--- config.mk ---
export PLATFORM = sky130hd
export DESIGN_NAME = plat_type_gen
export DESIGN_NICKNAME = d
export VERILOG_FILES = /design/src/rtl/plat_type_gen.sv
export SDC_FILE = /design/constraint.sdc
export NUM_CORES = 1
export LEC_CHECK = 0
export ABC_AREA = 1
export CAP_MARGIN = 20
export CORE_UTILIZATION = 48
export DETAILED_ROUTE_END_ITERATION = 16
export PLACE_DENSITY_LB_ADDON = 0.15
export SYNTH_ARGS = -nofsm -noshare
export SYNTH_HDL_FRONTEND = slang
export SYNTH_SLANG_ARGS = --single-unit
--- constraint.sdc ---
create_clock -name Clk -period 1.6 [get_ports Clk]
set_clock_uncertainty 0.2 [all_clocks]
set_input_delay 0.24 -clock Clk [delete_from_list [all_inputs] [get_ports Clk]]
set_output_delay 0.24 -clock Clk [all_outputs]
set_load 0.02 [all_outputs]
--- src/rtl/plat_type_gen.sv ---
// Platform type generator. An LFSR draw is weighted by a score-derived difficulty
// level, and fairness rules then limit Brown runs and force a periodic Green.
module plat_type_gen #(
    parameter logic [15:0] LFSR_SEED       = 16'hACE1,
    parameter int unsigned LVL1_SCORE      = 500,
    parameter int unsigned LVL2_SCORE      = 2000,
    parameter int unsigned LVL3_SCORE      = 5000,
    parameter int unsigned MAX_BROWN_RUN   = 1,
    parameter int unsigned FORCE_GREEN_GAP = 6
) (
    input  logic        Clk,
    input  logic        Reset_n,
    input  logic        spawn_req,
    input  logic [15:0] score,
    output logic [2:0]  type_trigger,
    output logic        type_valid,
    output logic        busy,
    output logic        req_drop
);

    localparam logic [15:0] SEED = (LFSR_SEED == 16'h0000) ? 16'h0001 : LFSR_SEED;
    localparam int unsigned BW   = (MAX_BROWN_RUN   > 1) ? $clog2(MAX_BROWN_RUN + 1)   : 1;
    localparam int unsigned GW   = (FORCE_GREEN_GAP > 1) ? $clog2(FORCE_GREEN_GAP + 1) : 1;
    localparam logic [BW-1:0] BROWN_MAX = BW'(MAX_BROWN_RUN);
    localparam logic [GW-1:0] GREEN_GAP = GW'(FORCE_GREEN_GAP);

    typedef enum logic [1:0] {S_IDLE, S_DRAW, S_CHECK, S_EMIT} state_t;

    state_t        state_q, state_d;
    logic [15:0]   lfsr_q, lfsr_d;
    logic [2:0]    cand_q, cand_d;
    logic          pending_q, pending_d;
    logic [BW-1:0] brown_q, brown_d;
    logic [GW-1:0] ng_q, ng_d;
    logic [2:0]    trig_q, trig_d;
    logic          valid_q, valid_d;
    logic          drop_q, drop_d;
    logic [1:0]    level;
    logic [2:0]    fair;

    function automatic logic [2:0] draw_code(input logic [1:0] lvl, input logic [6:0] r);
        logic [6:0] ub_g, ub_w, ub_b, ub_y;
        ub_g = 7'd95; ub_w = 7'd111; ub_b = 7'd127; ub_y = 7'd127;
        unique case (lvl)
            2'd0: begin ub_g = 7'd95; ub_w = 7'd111; ub_b = 7'd127; ub_y = 7'd127; end
            2'd1: begin ub_g = 7'd63; ub_w = 7'd79;  ub_b = 7'd103; ub_y = 7'd111; end
            2'd2: begin ub_g = 7'd39; ub_w = 7'd63;  ub_b = 7'd95;  ub_y = 7'd103; end
            2'd3: begin ub_g = 7'd23; ub_w = 7'd47;  ub_b = 7'd87;  ub_y = 7'd95;  end
        endcase
        if (r <= ub_g)      draw_code = 3'd0;
        else if (r <= ub_w) draw_code = 3'd1;
        else if (r <= ub_b) draw_code = 3'd2;
        else if (r <= ub_y) draw_code = 3'd3;
        else                draw_code = 3'd4;
    endfunction

    always_comb begin
        if (32'(score) < LVL1_SCORE)      level = 2'd0;
        else if (32'(score) < LVL2_SCORE) level = 2'd1;
        else if (32'(score) < LVL3_SCORE) level = 2'd2;
        else                              level = 2'd3;
    end

    always_comb begin
        fair = cand_q;
        if (ng_q == GREEN_GAP)                          fair = 3'd0;
        else if (cand_q == 3'd4 && brown_q == BROWN_MAX) fair = 3'd0;
    end

    always_comb begin
        state_d   = state_q;
        lfsr_d    = {lfsr_q[14:0], lfsr_q[15] ^ lfsr_q[13] ^ lfsr_q[12] ^ lfsr_q[10]};
        cand_d    = cand_q;
        pending_d = pending_q;
        brown_d   = brown_q;
        ng_d      = ng_q;
        trig_d    = trig_q;
        valid_d   = 1'b0;
        drop_d    = 1'b0;

        if (state_q != S_IDLE && spawn_req) begin
            if (pending_q) drop_d    = 1'b1;
            else           pending_d = 1'b1;
        end

        unique case (state_q)
            S_IDLE: if (spawn_req) state_d = S_DRAW;
            S_DRAW: begin
                cand_d  = draw_code(level, lfsr_q[6:0]);
                state_d = S_CHECK;
            end
            // Emission is registered on leaving CHECK so type_trigger/type_valid
            // are both visible throughout the EMIT cycle.
            S_CHECK: begin
                trig_d  = fair;
                valid_d = 1'b1;
                brown_d = (fair == 3'd4) ? ((brown_q == BROWN_MAX) ? brown_q : brown_q + BW'(1)) : '0;
                ng_d    = (fair != 3'd0) ? ((ng_q == GREEN_GAP) ? ng_q : ng_q + GW'(1)) : '0;
                state_d = S_EMIT;
            end
            S_EMIT: begin
                if (pending_q || spawn_req) begin
                    state_d   = S_DRAW;
                    pending_d = 1'b0;
                end else begin
                    state_d = S_IDLE;
                end
            end
        endcase
    end

    always_ff @(posedge Clk or negedge Reset_n) begin
        if (!Reset_n) begin
            state_q   <= S_IDLE;
            lfsr_q    <= SEED;
            cand_q    <= '0;
            pending_q <= 1'b0;
            brown_q   <= '0;
            ng_q      <= '0;
            trig_q    <= '0;
            valid_q   <= 1'b0;
            drop_q    <= 1'b0;
        end else begin
            state_q   <= state_d;
            lfsr_q    <= lfsr_d;
            cand_q    <= cand_d;
            pending_q <= pending_d;
            brown_q   <= brown_d;
            ng_q      <= ng_d;
            trig_q    <= trig_d;
            valid_q   <= valid_d;
            drop_q    <= drop_d;
        end
    end

    assign type_trigger = trig_q;
    assign type_valid   = valid_q;
    assign busy         = (state_q != S_IDLE);
    assign req_drop     = drop_q;

endmodule

# --- After elaboration in Yosys (flattened, before gate mapping) ---
# Index checks and enable logic that the tools add are counted.
totals:
  register_bits: 31
  latch_bits: 0
  mem_bits_rw: 0
  romBits: 0
  in_bits: 19
  output_inout_bits: 6
  word_cells: 70
  mem_count: 0
classes:
  n_addsub: 2
  mul: 0
  n_div: 0
  n_lt_le_gt_ge: 7
  n_eq_ne: 11
  shift: 0
  n_mux: 30
  bitwise_logic: 3
  reduce_logical: 8
ops:
  columns: ["operator", "count"]
  rows:
  - ["$pmux 7 s4", 4]
  - ["$le 7x7->1", 4]
  - ["$mux 7", 4]
  - ["$mux 3", 8]
  - ["$lt 16x11->1 const B", 1]
  - ["$lt 16x13->1 const B", 1]
  - ["$lt 16x9->1 const B", 1]
  - ["$mux 1", 10]
  - ["$eq 3x3->1 const B", 3]
  - ["$eq 2x2->1 const B", 4]
  - ["$pmux 2 s4", 1]
  - ["$mux 2", 3]
  - ["$eq 2x1->1 const B", 2]
  - ["$logic_not 2->1", 2]
  - ["$ne 2x2->1 const B", 2]
  - ["$add 3x1->3 const B", 1]
  - ["$reduce_bool 3->1", 1]
  - ["$xor 1x1->1", 3]
  - ["$logic_and 1x1->1", 2]
  - ["$reduce_and 2->1", 1]
  - ["$reduce_bool 2->1", 1]
  - ["$add 1x1->1 const B", 1]
  - ["$logic_or 1x1->1", 1]

# --- Logic depth before layout (Yosys ltp) ---
logic_depth:
  ltp_word: 12
  depth_mapped: 19
  ltp_nobuf: 19

# --- Least setup slack after synthesis ---
# No wires, ideal clock.
synth_timing:
  kind: "input port to flip-flop"
  start: "input port score[15]"
  end: "register cand_q[0]"
  setup_time_ps: 116
  t_arrival_ps: 1815
  required_ps: 1284
  setup_slack_ps: -532
  stages: 17
  n_path_buf: 0
  cell_sequence: "nor2_2 nand2_1 nor2_2 nand2_2 nand3b_2 o21ai_1 ha_1 ha_1 nand2_1 nand2_1 nand2_1 nand2_1 nand2_2 nand2_1 nand2_1 nand2_1 nand2_1"
synth_between:
  elab_chain_len: 12
  word_cells_on_any_way: 26
  cone_classes: "7 x order compare; 3 x eq/ne; 15 x mux; 1 x reduce/logical"
synth_lines:
  columns: ["item", "line", "source"]
  rows:
  - ["from (decl)", "14", "input logic [15:0] score,"]
  - ["$lt 16x13->1", "60", "else if (32'(score) < LVL3_SCORE) level = 2'd2;"]
  - ["$mux 1", "60", null]
  - ["$mux 2", "59", "else if (32'(score) < LVL2_SCORE) level = 2'd1;"]
  - ["$mux 2 *", "58", "if (32'(score) < LVL1_SCORE) level = 2'd0;"]
  - ["$eq 2x2->1 (tied with other cells)", "44", "unique case (lvl)"]
  - ["$pmux 7 s4", "44", null]
  - ["$mux 7", "86", "unique case (state_q)"]
  - ["$le 7x7->1", "53", "else if (r <= ub_y) draw_code = 3'd3;"]
  - ["$mux 3", "53", null]
  - ["$mux 3", "52", "else if (r <= ub_b) draw_code = 3'd2;"]
  - ["$mux 3", "51", "else if (r <= ub_w) draw_code = 3'd1;"]
  - ["$mux 3 *", "50", "if (r <= ub_g) draw_code = 3'd0;"]
  - ["to (signal assigned)", "126", "cand_q <= cand_d;"]
  - ["to (decl)", "31", "logic [2:0] cand_q, cand_d;"]
# Every way passes the cells marked *; elsewhere a longest branch is shown, timed or not. The select of a mux whose other input is x is not followed.
# A chain may end at the register's enable or synchronous reset.

# --- Worst setup path in the final report ---
layout_timing:
  start: "input port score[15]"
  end: "register cand_q[2]"
# The elaborated chain is that of the path after synthesis.

==> results.ini <==
[timing]
worst_slew_pin_slew_ps = 313
setup_ws_ps = -408
maxSlewViolCount = 0
fin_tns_setup_ps = -1220
rsz0062_at_grt = yes
min_period_over_period = 1.25
layout_min_cycle_time_ps = 2010
max_freq_mhz = 498
finalHoldViolations = 0
slew_headroom = 0.792
setup_viol = 3

[drt]
firstDrtPassIters = 4
wl_per_cell_um = 13.1
drt_iter0_drc = 77
vias = 1417
post_drt_via_cell_ratio = 4.94
wirelength_um = 3770
ant_nets = 0
drc = 0

[worst_setup_path]
worst-setup-path-type = in2reg
setup.worst_path.start_class = primary input
critical_path.startpoint = score[15]
crit_chain = buf_6 -> nor2_4 -> nand2_2 -> nor3_2 -> nand3_2 -> o21ai_4 -> ha_4 -> inv_1 -> ha_1 -> a21o_1 -> a21oi_2 -> nor2_4 -> nand3_2 -> nand2_1
crit_slowest_cell = ha_1
crit_fanout = 3
cp_top_family = simple AND/OR/NAND/NOR gates
r2r-end = cand_q[2]$_DFFE_PN0N_
endpoint = cand_q[2]$_DFFE_PN0N_
cp_num_buf_inv = 2
path_depth = 14
r2r_cells = 7
crit_arrival_ps = 2040
r2r_start = lfsr_q[4]$_DFF_PN0_
required_ps = 1640
end_kind = register
reg2reg_slack_ps = -130
max_stage_delay_ps = 300

[cts]
clockRootBuffer = clkbuf_4
clock-sinks = 31
cts_buffers = 5
cts_buffer_depth = 2
clkTransAtPathRegs_ps = 100
cts_hold_buf = 0
h-tree-depth = 2
insertion_delay_ps = 330
cts_tree = built

[global_routing]
grt.total_usage = 0.213
grt_max_degree = 32
grt-ovfl-total = 0
grt_pass1_wl_um = 5780
antenna_found_initial = 0
grt_pass1_vias = 1407

[pwr]
p_sw_frac = 0.302
ir_drop_v = 0.000527
pwr-share-seq = 0.389
power.switching_mw = 0.680
p_comb_frac = 0.331
p_int_mw = 1.57
cellLeakagePower_nw = 1.23
clkPwrFrac = 0.279
power_density_mw_per_mm2 = 912

[min_path]
min_path_type = in2async

[yosys]
synthCells = 195
netlist_top_cells_count = nand2_1, inv_1, dfrtp_1, ha_1, nor2_1
synth-async-reset-ratio = 1.00
synth_area_mm2 = 0.00173
yosysUniqueCellTypes = 26
synth_top_area_frac = 0.333
synth.area.top_cells = dfrtp_1, ha_1, dfstp_2, nand2_1, inv_1
synth_edf_count = 0
synth.largest_area_cell = dfrtp_1
synth_seq_cells = 31
avgSynthCellArea_um2 = 8.87
yosys.cell_count.top_type = nand2_1
ys_seq_area_frac = 0.454
synthFlopType = dfrtp_1
synth_nets = 237
ys_warn_count = 0

[floorplan]
pin_count = 25
die_w_um = 62.0
die_area_mm2 = 0.00385
die_h_um = 62.0
rows = 21
core-area_mm2 = 0.00339
start_util = 0.510

[flow_run]
maxCapViolCount = 0

[cells_and_area]
fillers = 223
nNetsFinal = 282
design_area_mm2 = 0.00247
layout-drive-gt1-share = 0.444
final_cells = 287
synthToLayoutAreaGrowth_pct = 42.9
antenna_cells = 0

[status]
status = finished, violations left
failed_checks = negative setup slack

[place]
dpl-instance-area_mm2 = 0.00215
dp_hpwl_um = 2610
place_congestion = 0.802
io_buffers = 22
dp.cells = 277

==> power by group through the flow <==
stage / logic, mW / clock network, mW / registers, mW
after floorplan: 0.266 / 0 / 0.923
after global placement: 0.600 / 0 / 0.884
after detailed placement: 0.625 / 0 / 0.887
after CTS: 0.649 / 0.646 / 0.876
after global routing: 0.834 / 0.694 / 0.885
final: 0.746 / 0.630 / 0.878
==> kinds of logic after synthesis <==
group | count (synthesis) | share of synthesized area
flip-flops | 31 | 0.454
XOR/XNOR | 4 | 0.0203
adder cells (fa/ha/maj) | 23 | 0.166
AO/OA/AOI/OAI | 20 | 0.0644
AND/OR/NAND/NOR | 82 | 0.218
buffers and inverters | 35 | 0.0767
==> area by class of cell <==
type                       instances  area (um2)  area share
clock buffer                       6        51.3      0.0208
clock inverter                     2        35.0      0.0142
inverter                          34         130      0.0527
multi-input combinational        129        1090       0.439
sequential                        31         786       0.318
tap                               46        57.6      0.0233
timing repair buffer              39         325       0.132
==> through the flow <==
stage	util	setup WS, ps	power, mW	hold WS (ps)
after floorplan	-	-498	1.19	-256
after global placement	0.635	-1070	1.48	137
after detailed placement	0.635	-1110	1.51	139
after CTS	0.663	-423	2.17	92.8
after global routing	0.729	-497	2.41	77.3
final	0.729	-408	2.25	77.2
==> state kept, by name (all words and copies together), names as in the netlist <==
signal / flops
lfsr_q: 16
brown_q: 1
cand_q: 3
type_trigger: 3
state_q: 2
req_drop: 1
type_valid: 1
ng_q: 3
pending_q: 1
==> layout by cell type, fill, tap and decap left out, types with 2 or more instances in the layout <==
cell | Yosys | final
clkdlybuf4s50_1 | 0 | 2
buf_4 | 0 | 18
o22ai_1 | 2 | 2
ha_1 | 23 | 14
dfrtp_1 | 23 | 23
nor2_1 | 15 | 6
clkbuf_4 | 0 | 5
a21oi_1 | 6 | 4
nor2_4 | 0 | 7
dlygate4sd2_1 | 0 | 6
nor2_2 | 4 | 6
inv_2 | 3 | 7
clkbuf_2 | 0 | 2
inv_1 | 30 | 26
nand2_2 | 5 | 18
nand2_1 | 42 | 28
buf_2 | 1 | 4
xnor2_1 | 2 | 2
ha_4 | 0 | 9
xor2_1 | 2 | 2
dfstp_2 | 8 | 8
nand3_1 | 9 | 4
o21ai_0 | 8 | 7
nand3_2 | 0 | 5
nand4_1 | 3 | 3
buf_6 | 0 | 6
==> per-layer routing <==
metal	wire (um)	up-vias	track usage
li1	-	700	-
met1	1500	679	0.216
met2	2070	27	0.404
met3	108	11	0.0600
met4	99	0	0.0857
met5	0	-	0
==> worst min path at each step <==
stage | from | end | slack [ps] | cells past startpoint
floorplan | Reset_n | brown_q$_DFFE_PN0P_ | -260 | 0
global placement | lfsr_q[8]$_DFF_PN0_ | lfsr_q[9]$_DFF_PN0_ | 140 | 0
detailed placement | lfsr_q[8]$_DFF_PN0_ | lfsr_q[9]$_DFF_PN0_ | 140 | 0
CTS | Reset_n | type_trigger[2]$_DFFE_PN0P_ | 90 | 2
global route | Reset_n | type_trigger[2]$_DFFE_PN0P_ | 80 | 2
finish | Reset_n | brown_q$_DFFE_PN0P_ | 80 | 2
==> repair_timing <==
action / 4_1_cts / 5_1_grt
pin swaps: 28 / 44
gates cloned: 0 / 0
endpoints found under the setup margin: 9 / 5
gates resized for setup: 76 / 50
buffers inserted: 1 / 1
Note: power is estimated with default switching activity, not from simulation.
